**config.mk**
```make
export PLATFORM = sky130hd
export DESIGN_NAME = fc_argmax_stream_flat
export DESIGN_NICKNAME = d
export VERILOG_FILES = /design/src/rtl/lenet_pkg.sv /design/src/rtl/fc_argmax_stream_if.sv /design/src/rtl/argmax_lane_tree.sv /design/src/rtl/fc_argmax_stream.sv /design/src/flat_wrapper.sv
export SDC_FILE = /design/constraint.sdc
export NUM_CORES = 1
export LEC_CHECK = 0
export CORE_MARGIN = 5
export CORE_UTILIZATION = 35
export DETAILED_ROUTE_END_ITERATION = 16
export GPL_ROUTABILITY_DRIVEN = 0
export GPL_TIMING_DRIVEN = 0
export SYNTH_ARGS = -nofsm -noshare
export SYNTH_HDL_FRONTEND = slang
export SYNTH_SLANG_ARGS = --single-unit
export TNS_END_PERCENT = 30
```
**constraint.sdc**
```tcl
create_clock -name clk -period 10.99 [get_ports clk]
set_clock_uncertainty 0.1 [all_clocks]
set_input_delay 2.198 -clock clk [delete_from_list [all_inputs] [get_ports clk]]
set_output_delay 2.198 -clock clk [all_outputs]
set_load 0.1 [all_outputs]
```
**src/rtl/lenet_pkg.sv**
```systemverilog
// lenet_pkg: shared defaults, sizing helpers and FSM state type for the LeNet FC tail
package lenet_pkg;
  localparam int DATA_SIZE = 8;
  localparam int N_CLASS_DEF = 10;
  localparam int LANES_DEF = 2;
  function automatic int clog2(input int v);
    int r = 0;
    while ((1 << r) < v) r++;
    return r;
  endfunction
  function automatic int beats(input int n, input int l);
    return (n + l - 1) / l;
  endfunction
  localparam int BEATS = beats(N_CLASS_DEF, LANES_DEF);
  typedef enum logic [1:0] {IDLE, ACC, DONE} state_t;
endpackage

```
**src/rtl/fc_argmax_stream_if.sv**
```systemverilog
// fc_argmax_stream_if: score input stream plus held result port of the argmax classifier
// slave = classifier side, master = producer/consumer side
interface fc_argmax_stream_if #(
  parameter int DATA_W = 8,
  parameter int LANES = 2,
  parameter int IDX_W = 8
);
  logic                    in_valid;
  logic                    in_ready;
  logic [LANES*DATA_W-1:0] in_data;
  logic                    in_last;
  logic                    res_valid;
  logic                    res_ready;
  logic [IDX_W-1:0]        res_idx;
  logic [DATA_W-1:0]       res_max;
  logic [DATA_W:0]         res_margin;
  logic                    res_err;
  modport slave (
    input  in_valid, in_data, in_last, res_ready,
    output in_ready, res_valid, res_idx, res_max, res_margin, res_err
  );
  modport master (
    output in_valid, in_data, in_last, res_ready,
    input  in_ready, res_valid, res_idx, res_max, res_margin, res_err
  );
endinterface

```
**src/rtl/argmax_lane_tree.sv**
```systemverilog
// argmax_lane_tree: combinational top-2 of one beat's valid lanes, lowest index wins ties
// in: scores (LANES x DATA_W), lane_vld mask, base class index; out: best score/index, second score + valid
module argmax_lane_tree #(
  parameter int DATA_W = 8,
  parameter int LANES = 2,
  parameter int IDX_W = 8,
  parameter int SIGNED = 1
) (
  input  logic [LANES*DATA_W-1:0] scores,
  input  logic [LANES-1:0]        lane_vld,
  input  logic [IDX_W-1:0]        base,
  output logic [DATA_W-1:0]       best,
  output logic [IDX_W-1:0]        best_idx,
  output logic [DATA_W-1:0]       second,
  output logic                    second_vld
);
  // flipping the sign bit turns a two's-complement compare into an unsigned one
  localparam logic [DATA_W-1:0] FLIP = (SIGNED != 0) ? {1'b1, {(DATA_W-1){1'b0}}} : '0;
  function automatic logic gt(input logic [DATA_W-1:0] a, input logic [DATA_W-1:0] b);
    return (a ^ FLIP) > (b ^ FLIP);
  endfunction
  logic best_vld;
  always_comb begin
    best = '0;
    best_idx = '0;
    best_vld = 1'b0;
    second = '0;
    second_vld = 1'b0;
    for (int k = 0; k < LANES; k++) begin
      if (lane_vld[k]) begin
        if (!best_vld || gt(scores[k*DATA_W +: DATA_W], best)) begin
          second = best;
          second_vld = best_vld;
          best = scores[k*DATA_W +: DATA_W];
          best_idx = base + IDX_W'(k);
          best_vld = 1'b1;
        end else if (!second_vld || gt(scores[k*DATA_W +: DATA_W], second)) begin
          second = scores[k*DATA_W +: DATA_W];
          second_vld = 1'b1;
        end
      end
    end
  end
endmodule

```
**src/rtl/fc_argmax_stream.sv**
```systemverilog
// fc_argmax_stream: streaming argmax over N_CLASS scores with top1-top2 margin and frame-length check
// clk/rst_n (async, active-low), flush (sync abort); s: input beats in_*, held result res_*
module fc_argmax_stream
  import lenet_pkg::*;
#(
  parameter int DATA_W = DATA_SIZE,
  parameter int N_CLASS = 10,
  parameter int LANES = 2,
  parameter int SIGNED = 1,
  parameter int IDX_W = 8
) (
  input logic clk,
  input logic rst_n,
  input logic flush,
  fc_argmax_stream_if.slave s
);
  localparam int N_BEATS = beats(N_CLASS, LANES);
  localparam int CNT_W = clog2(N_BEATS + 1);
  localparam logic [DATA_W-1:0] FLIP = (SIGNED != 0) ? {1'b1, {(DATA_W-1){1'b0}}} : '0;
  if (LANES > N_CLASS || LANES < 1) begin : g_bad_lanes
    $error("fc_argmax_stream: LANES must be in 1..N_CLASS");
  end
  if (IDX_W < clog2(N_CLASS)) begin : g_bad_idx
    $error("fc_argmax_stream: IDX_W too small for N_CLASS");
  end
  function automatic logic gt(input logic [DATA_W-1:0] a, input logic [DATA_W-1:0] b);
    return (a ^ FLIP) > (b ^ FLIP);
  endfunction
  function automatic logic [DATA_W:0] ext(input logic [DATA_W-1:0] x);
    return {(SIGNED != 0) & x[DATA_W-1], x};
  endfunction
  state_t state_q, state_d;
  logic [CNT_W-1:0] cnt_q, cnt_d;
  logic in_ready_q, in_ready_d;
  logic [DATA_W-1:0] best_q, best_d, sec_q, sec_d;
  logic [IDX_W-1:0] idx_q, idx_d;
  logic sv_q, sv_d;
  logic [IDX_W-1:0] res_idx_q, res_idx_d;
  logic [DATA_W-1:0] res_max_q, res_max_d;
  logic [DATA_W:0] res_margin_q, res_margin_d;
  logic res_err_q, res_err_d;
  logic [LANES-1:0] lane_vld;
  logic [IDX_W-1:0] base;
  logic [DATA_W-1:0] t_best, t_sec;
  logic [IDX_W-1:0] t_idx;
  logic t_sv, accept, first, last_beat, take, done;
  // lanes past the final class (padding in the last beat) are masked out
  always_comb begin
    lane_vld = '0;
    for (int k = 0; k < LANES; k++) lane_vld[k] = (int'(cnt_q) * LANES + k) < N_CLASS;
  end
  assign base = IDX_W'(int'(cnt_q) * LANES);
  argmax_lane_tree #(.DATA_W(DATA_W), .LANES(LANES), .IDX_W(IDX_W), .SIGNED(SIGNED)) u_tree (
    .scores(s.in_data), .lane_vld(lane_vld), .base(base),
    .best(t_best), .best_idx(t_idx), .second(t_sec), .second_vld(t_sv)
  );
  assign accept = s.in_valid & in_ready_q;
  assign first = state_q == IDLE;
  assign last_beat = cnt_q == CNT_W'(N_BEATS - 1);
  // running scores hold lower indices, so the new beat must be strictly greater to win
  assign take = first | gt(t_best, best_q);
  // a frame closes on in_last or on its nominal final beat, whichever comes first
  assign done = accept & (s.in_last | last_beat);
  always_comb begin
    state_d = state_q;
    cnt_d = cnt_q;
    best_d = best_q;
    idx_d = idx_q;
    sec_d = sec_q;
    sv_d = sv_q;
    res_idx_d = res_idx_q;
    res_max_d = res_max_q;
    res_margin_d = res_margin_q;
    res_err_d = res_err_q;
    if (flush) begin
      state_d = IDLE;
      cnt_d = '0;
    end else if (state_q == DONE) begin
      state_d = s.res_ready ? IDLE : DONE;
    end else if (accept) begin
      best_d = take ? t_best : best_q;
      idx_d = take ? t_idx : idx_q;
      sec_d = first ? t_sec
            : take ? ((t_sv && gt(t_sec, best_q)) ? t_sec : best_q)
            : ((!sv_q || gt(t_best, sec_q)) ? t_best : sec_q);
      sv_d = first ? t_sv : 1'b1;
      cnt_d = done ? '0 : cnt_q + 1'b1;
      state_d = done ? DONE : ACC;
      if (done) begin
        res_idx_d = idx_d;
        res_max_d = best_d;
        res_margin_d = sv_d ? ext(best_d) - ext(sec_d) : '0;
        res_err_d = s.in_last ^ last_beat;
      end
    end
    in_ready_d = state_d != DONE;
  end
  always_ff @(posedge clk or negedge rst_n) begin
    if (!rst_n) begin
      state_q <= IDLE;
      cnt_q <= '0;
      in_ready_q <= 1'b0;
      best_q <= '0;
      idx_q <= '0;
      sec_q <= '0;
      sv_q <= 1'b0;
      res_idx_q <= '0;
      res_max_q <= '0;
      res_margin_q <= '0;
      res_err_q <= 1'b0;
    end else begin
      state_q <= state_d;
      cnt_q <= cnt_d;
      in_ready_q <= in_ready_d;
      best_q <= best_d;
      idx_q <= idx_d;
      sec_q <= sec_d;
      sv_q <= sv_d;
      res_idx_q <= res_idx_d;
      res_max_q <= res_max_d;
      res_margin_q <= res_margin_d;
      res_err_q <= res_err_d;
    end
  end
  assign s.in_ready = in_ready_q;
  assign s.res_valid = state_q == DONE;
  assign s.res_idx = res_idx_q;
  assign s.res_max = res_max_q;
  assign s.res_margin = res_margin_q;
  assign s.res_err = res_err_q;
endmodule

```
**src/flat_wrapper.sv**
```systemverilog
// flat-port wrapper written by rule: the top's interface ports become plain ports
module fc_argmax_stream_flat import lenet_pkg::*;
#(
  parameter int DATA_W = DATA_SIZE,
  parameter int N_CLASS = 10,
  parameter int LANES = 2,
  parameter int SIGNED = 1,
  parameter int IDX_W = 8
)
  (clk, rst_n, flush, s_in_valid, s_in_data, s_in_last, s_res_ready, s_in_ready, s_res_valid, s_res_idx, s_res_max, s_res_margin, s_res_err);
  fc_argmax_stream_if #(.DATA_W(DATA_W), .LANES(LANES), .IDX_W(IDX_W)) s_i ();
  input logic clk;
  input logic rst_n;
  input logic flush;
  input wire logic [$bits(s_i.in_valid)-1:0] s_in_valid;
  input wire logic [$bits(s_i.in_data)-1:0] s_in_data;
  input wire logic [$bits(s_i.in_last)-1:0] s_in_last;
  input wire logic [$bits(s_i.res_ready)-1:0] s_res_ready;
  output wire logic [$bits(s_i.in_ready)-1:0] s_in_ready;
  output wire logic [$bits(s_i.res_valid)-1:0] s_res_valid;
  output wire logic [$bits(s_i.res_idx)-1:0] s_res_idx;
  output wire logic [$bits(s_i.res_max)-1:0] s_res_max;
  output wire logic [$bits(s_i.res_margin)-1:0] s_res_margin;
  output wire logic [$bits(s_i.res_err)-1:0] s_res_err;
  assign s_i.in_valid = s_in_valid;
  assign s_i.in_data = s_in_data;
  assign s_i.in_last = s_in_last;
  assign s_i.res_ready = s_res_ready;
  assign s_in_ready = s_i.in_ready;
  assign s_res_valid = s_i.res_valid;
  assign s_res_idx = s_i.res_idx;
  assign s_res_max = s_i.res_max;
  assign s_res_margin = s_i.res_margin;
  assign s_res_err = s_i.res_err;
  fc_argmax_stream #(.DATA_W(DATA_W), .N_CLASS(N_CLASS), .LANES(LANES), .SIGNED(SIGNED), .IDX_W(IDX_W)) u_core (.clk(clk), .rst_n(rst_n), .flush(flush), .s(s_i));
endmodule
```
==> flow_metrics.py <==
metrics = {
    "cts": {
        "cts.clk_slew.worst_paths_ns": 0.05,
        "cts_setup_buffers": 0,
        "ctsResizeCount": 0,
        "numCtsBuffers": 9,
        "h-tree-depth": 3,
        "cts-root-buf": "clkbuf_16",
        "clk_latency_ns": 0.33,
        "cts.sinks": 57,
        "cts_tree": "yes",
        "postCtsHoldBufs": 0,
        "clockBufferDepth": 2,
    },
    "critical_path": {
        "endpoint_kind": "register",
        "cp.arrival_ns": 8.88,
        "critPathLaunchType": "input port",
        "cp_max_fo": 10,
        "crit_start": "s_in_data[7]",
        "r2r-start": "u_core.cnt_q[2]",
        "required_ns": 11.15,
        "worst-setup-path-type": "input port to register",
    },
    "final_layout": {
        "finish.instance_area_sq_mm": 0.00505,
        "nets": 607,
        "layout_common_cells": "nand2_1 (77), dfrtp_1 (57), o21ai_0 (52)",
        "area_growth_pct": 25.2,
        "layout-drive-gt1-share_pct": 7.66,
        "diodes": 0,
        "final_common_cell": "nand2_1",
    },
    "die": {
        "ios": 50,
        "die_w_um": 117,
        "start_util_pct": 35.5,
        "dieArea_sq_mm": 0.0138,
        "placementRows": 39,
        "core_sq_mm": 0.0114,
        "die_height_um": 117,
    },
    "place": {
        "dp_hpwl_um": 8610,
        "portBuffers": 49,
        "place_ws_ns": 2.04,
        "placed_cell_area_sq_mm": 0.00472,
    },
    "timing": {
        "tns_ns": 0,
        "min_period_over_period_pct": 79.4,
        "setup_violations": 0,
        "maxSlewHeadroom_pct": 34.1,
        "min_period_ns": 8.73,
        "max_freq_ghz": 0.115,
        "setup_ws_ns": 2.26,
        "timing_hold_violations_final": 0,
        "worst_pin_slew_ns": 0.986,
        "drv_slew": 0,
        "fin_hold_ws_ns": 0.371,
        "rsz0062_at_grt": "false",
    },
    "run": {
        "drv_cap": 0,
    },
    "logic_synthesis": {
        "synth-edff-count": 0,
        "ys_ff_latch": 57,
        "seq_area_frac_synth_pct": 35.4,
        "ys_warn_count": 0,
        "yosys.cell_types.count": 49,
        "syn_area_sq_mm": 0.00403,
        "postSynthCellCount": 482,
        "syn-num-nets": 546,
        "async_flop_share_pct": 100,
        "ys.flop_type": "dfrtp_1",
        "syn_area_per_cell_sq_um": 8.37,
    },
    "hold_path": {
        "hold_start": "u_core.s.res_max[5]",
        "worstHoldPathType": "register to register",
    },
    "global_route": {
        "antenna_found_initial": 0,
        "grt_max_degree": 38,
        "grt_usage_pct": 16.0,
        "gr-total-overflow": 0,
        "grt_pass1_wl_um": 18300,
        "grt_pass1_vias": 3779,
    },
    "routing": {
        "routedWlPerCell_um": 16.1,
        "postRouteWirelength_um": 11200,
        "firstDrtPassIters": 4,
        "via_per_inst": 5.32,
        "final_antenna_net_count": 0,
        "drtIter0Drc": 202,
        "via_count": 3675,
        "drc": 0,
    },
    "outcome": {
        "status": "finished clean",
    },
    "pwr": {
        "vdd_drop_max_v": 0.000186,
        "leakage_nw": 2.32,
        "power_density_mw_per_mm2": 266,
    },
}
## power by group
| group | internal (mW) | total (mW) | switching (mW) |
|---|---|---|---|
| Sequential | 0.264 | 0.309 | 0.0449 |
| Clock | 0.211 | 0.311 | 0.0997 |
| Combinational | 0.237 | 0.721 | 0.485 |
## synth_stat cells (2+ instances only)
master | n | share of area [%]
or2_1 | 2 | 0.31
a21oi_1 | 38 | 4.7
nor2_1 | 35 | 3.3
and2_1 | 7 | 1.1
nand4_1 | 7 | 1.1
o22ai_1 | 7 | 1.1
a211oi_1 | 3 | 0.56
a31oi_1 | 5 | 0.78
nand3_1 | 5 | 0.62
and3_1 | 5 | 0.78
a21o_1 | 5 | 0.93
or3_1 | 3 | 0.47
mux2i_1 | 13 | 3.2
nor2b_1 | 10 | 1.6
nor3_1 | 5 | 0.62
o31ai_1 | 4 | 0.74
inv_1 | 23 | 2.1
or2_2 | 6 | 0.93
dfrtp_1 | 57 | 35
a211o_1 | 2 | 0.43
o21ai_1 | 3 | 0.37
o21a_1 | 2 | 0.37
xnor2_1 | 5 | 1.1
nand2_1 | 77 | 7.2
nand2b_1 | 3 | 0.47
mux2_2 | 13 | 3.6
o21ai_0 | 52 | 6.5
o211ai_1 | 4 | 0.74
a31o_1 | 2 | 0.43
clkbuf_1 | 19 | 1.8
ha_1 | 42 | 13
## stage by stage
stage / instances / total power [mW] / util, %
final: 691 / 1.34 / 44.4
after global routing: 691 / 1.42 / 44.4
after CTS: 691 / 1.34 / 44.4
after detailed placement: 675 / 1.02 / 41.5
after global placement: 674 / 1.01 / 41.4
after floorplan: 482 / 0.846 / -
## path summary, 6_finish.rpt
kind                                          endpoint  slack (ns)  cells after the start
worst min-delay path               u_core.s.res_max[5]        0.37                      2
min in group asynchronous              u_core.idx_q[6]        1.74                      1
worst max-delay path            u_core.s.res_margin[6]        2.26                     28
worst max register to register  u_core.s.res_margin[6]        3.36                     30
max in group asynchronous              u_core.sec_q[4]        8.46                      2
worst min register to register     u_core.s.res_max[5]        0.37                      2
## worst max-delay path, cell delays in order
cell,delay [ns]
clkdlybuf4s50_1,0.51
and2_1,0.18
ha_1,0.27
a21oi_1,0.14
o21ai_0,0.19
o21ai_1,0.30
clkbuf_1,0.49
buf_1,0.53
mux2i_1,0.25
nor2_1,0.09
ha_1,0.34
a21o_1,0.15
a21oi_1,0.20
o21ai_0,0.13
a31oi_1,0.20
o211ai_1,0.13
or3b_4,0.30
inv_1,0.06
a21oi_1,0.47
nor2b_1,0.10
a21oi_1,0.23
ha_1,0.25
inv_1,0.06
ha_1,0.17
a31o_1,0.21
a21o_1,0.24
a2111o_1,0.42
nand3_1,0.07
## final cells by class
cell class                 instances  area, sq um
clock buffer                      12          256
timing repair buffer              50          505
fill                            1125         6320
multi-input combinational        380         2440
sequential                        57         1430
clock inverter                     4         73.8
buffer                            21         80.1
inverter                          24         90.1
tap                              143          179
## sequential cells by signal, indices dropped and copies added (netlist names)
register             count
u_core.s.res_max         8
u_core.best_q            8
u_core.s.res_err         1
u_core.s.res_margin      9
u_core.s.res_idx         8
u_core.s.in_ready        1
u_core.cnt_q             3
u_core.state_q           2
u_core.sv_q              1
u_core.sec_q             8
u_core.idx_q             8
## logic make-up (layout without fill, tap and decap cells)
family	Yosys count	in the layout	share of synthesized area, %
multiplexers	26	26	6.86
flip-flops	57	57	35.4
AND/OR/NAND/NOR	170	170	19.4
buffers and inverters	45	111	4.22
XOR/XNOR	6	6	1.30
adder cells (fa/ha/maj)	42	42	13.0
AO/OA/AOI/OAI	136	136	19.8
## layer usage
metal / track usage (%) / vias to the layer above / share of wire [%] / wire length, um
met3: 2.79 / 20 / 3.3 / 369
met4: 5.73 / 0 / 1.8 / 202
met1: 20.1 / 1739 / 46 / 5160
met2: 27.3 / 86 / 49 / 5420
met5: 0 / - / 0 / 0
li1: - / 1830 / - / -
(Power assumes the default switching activity.)
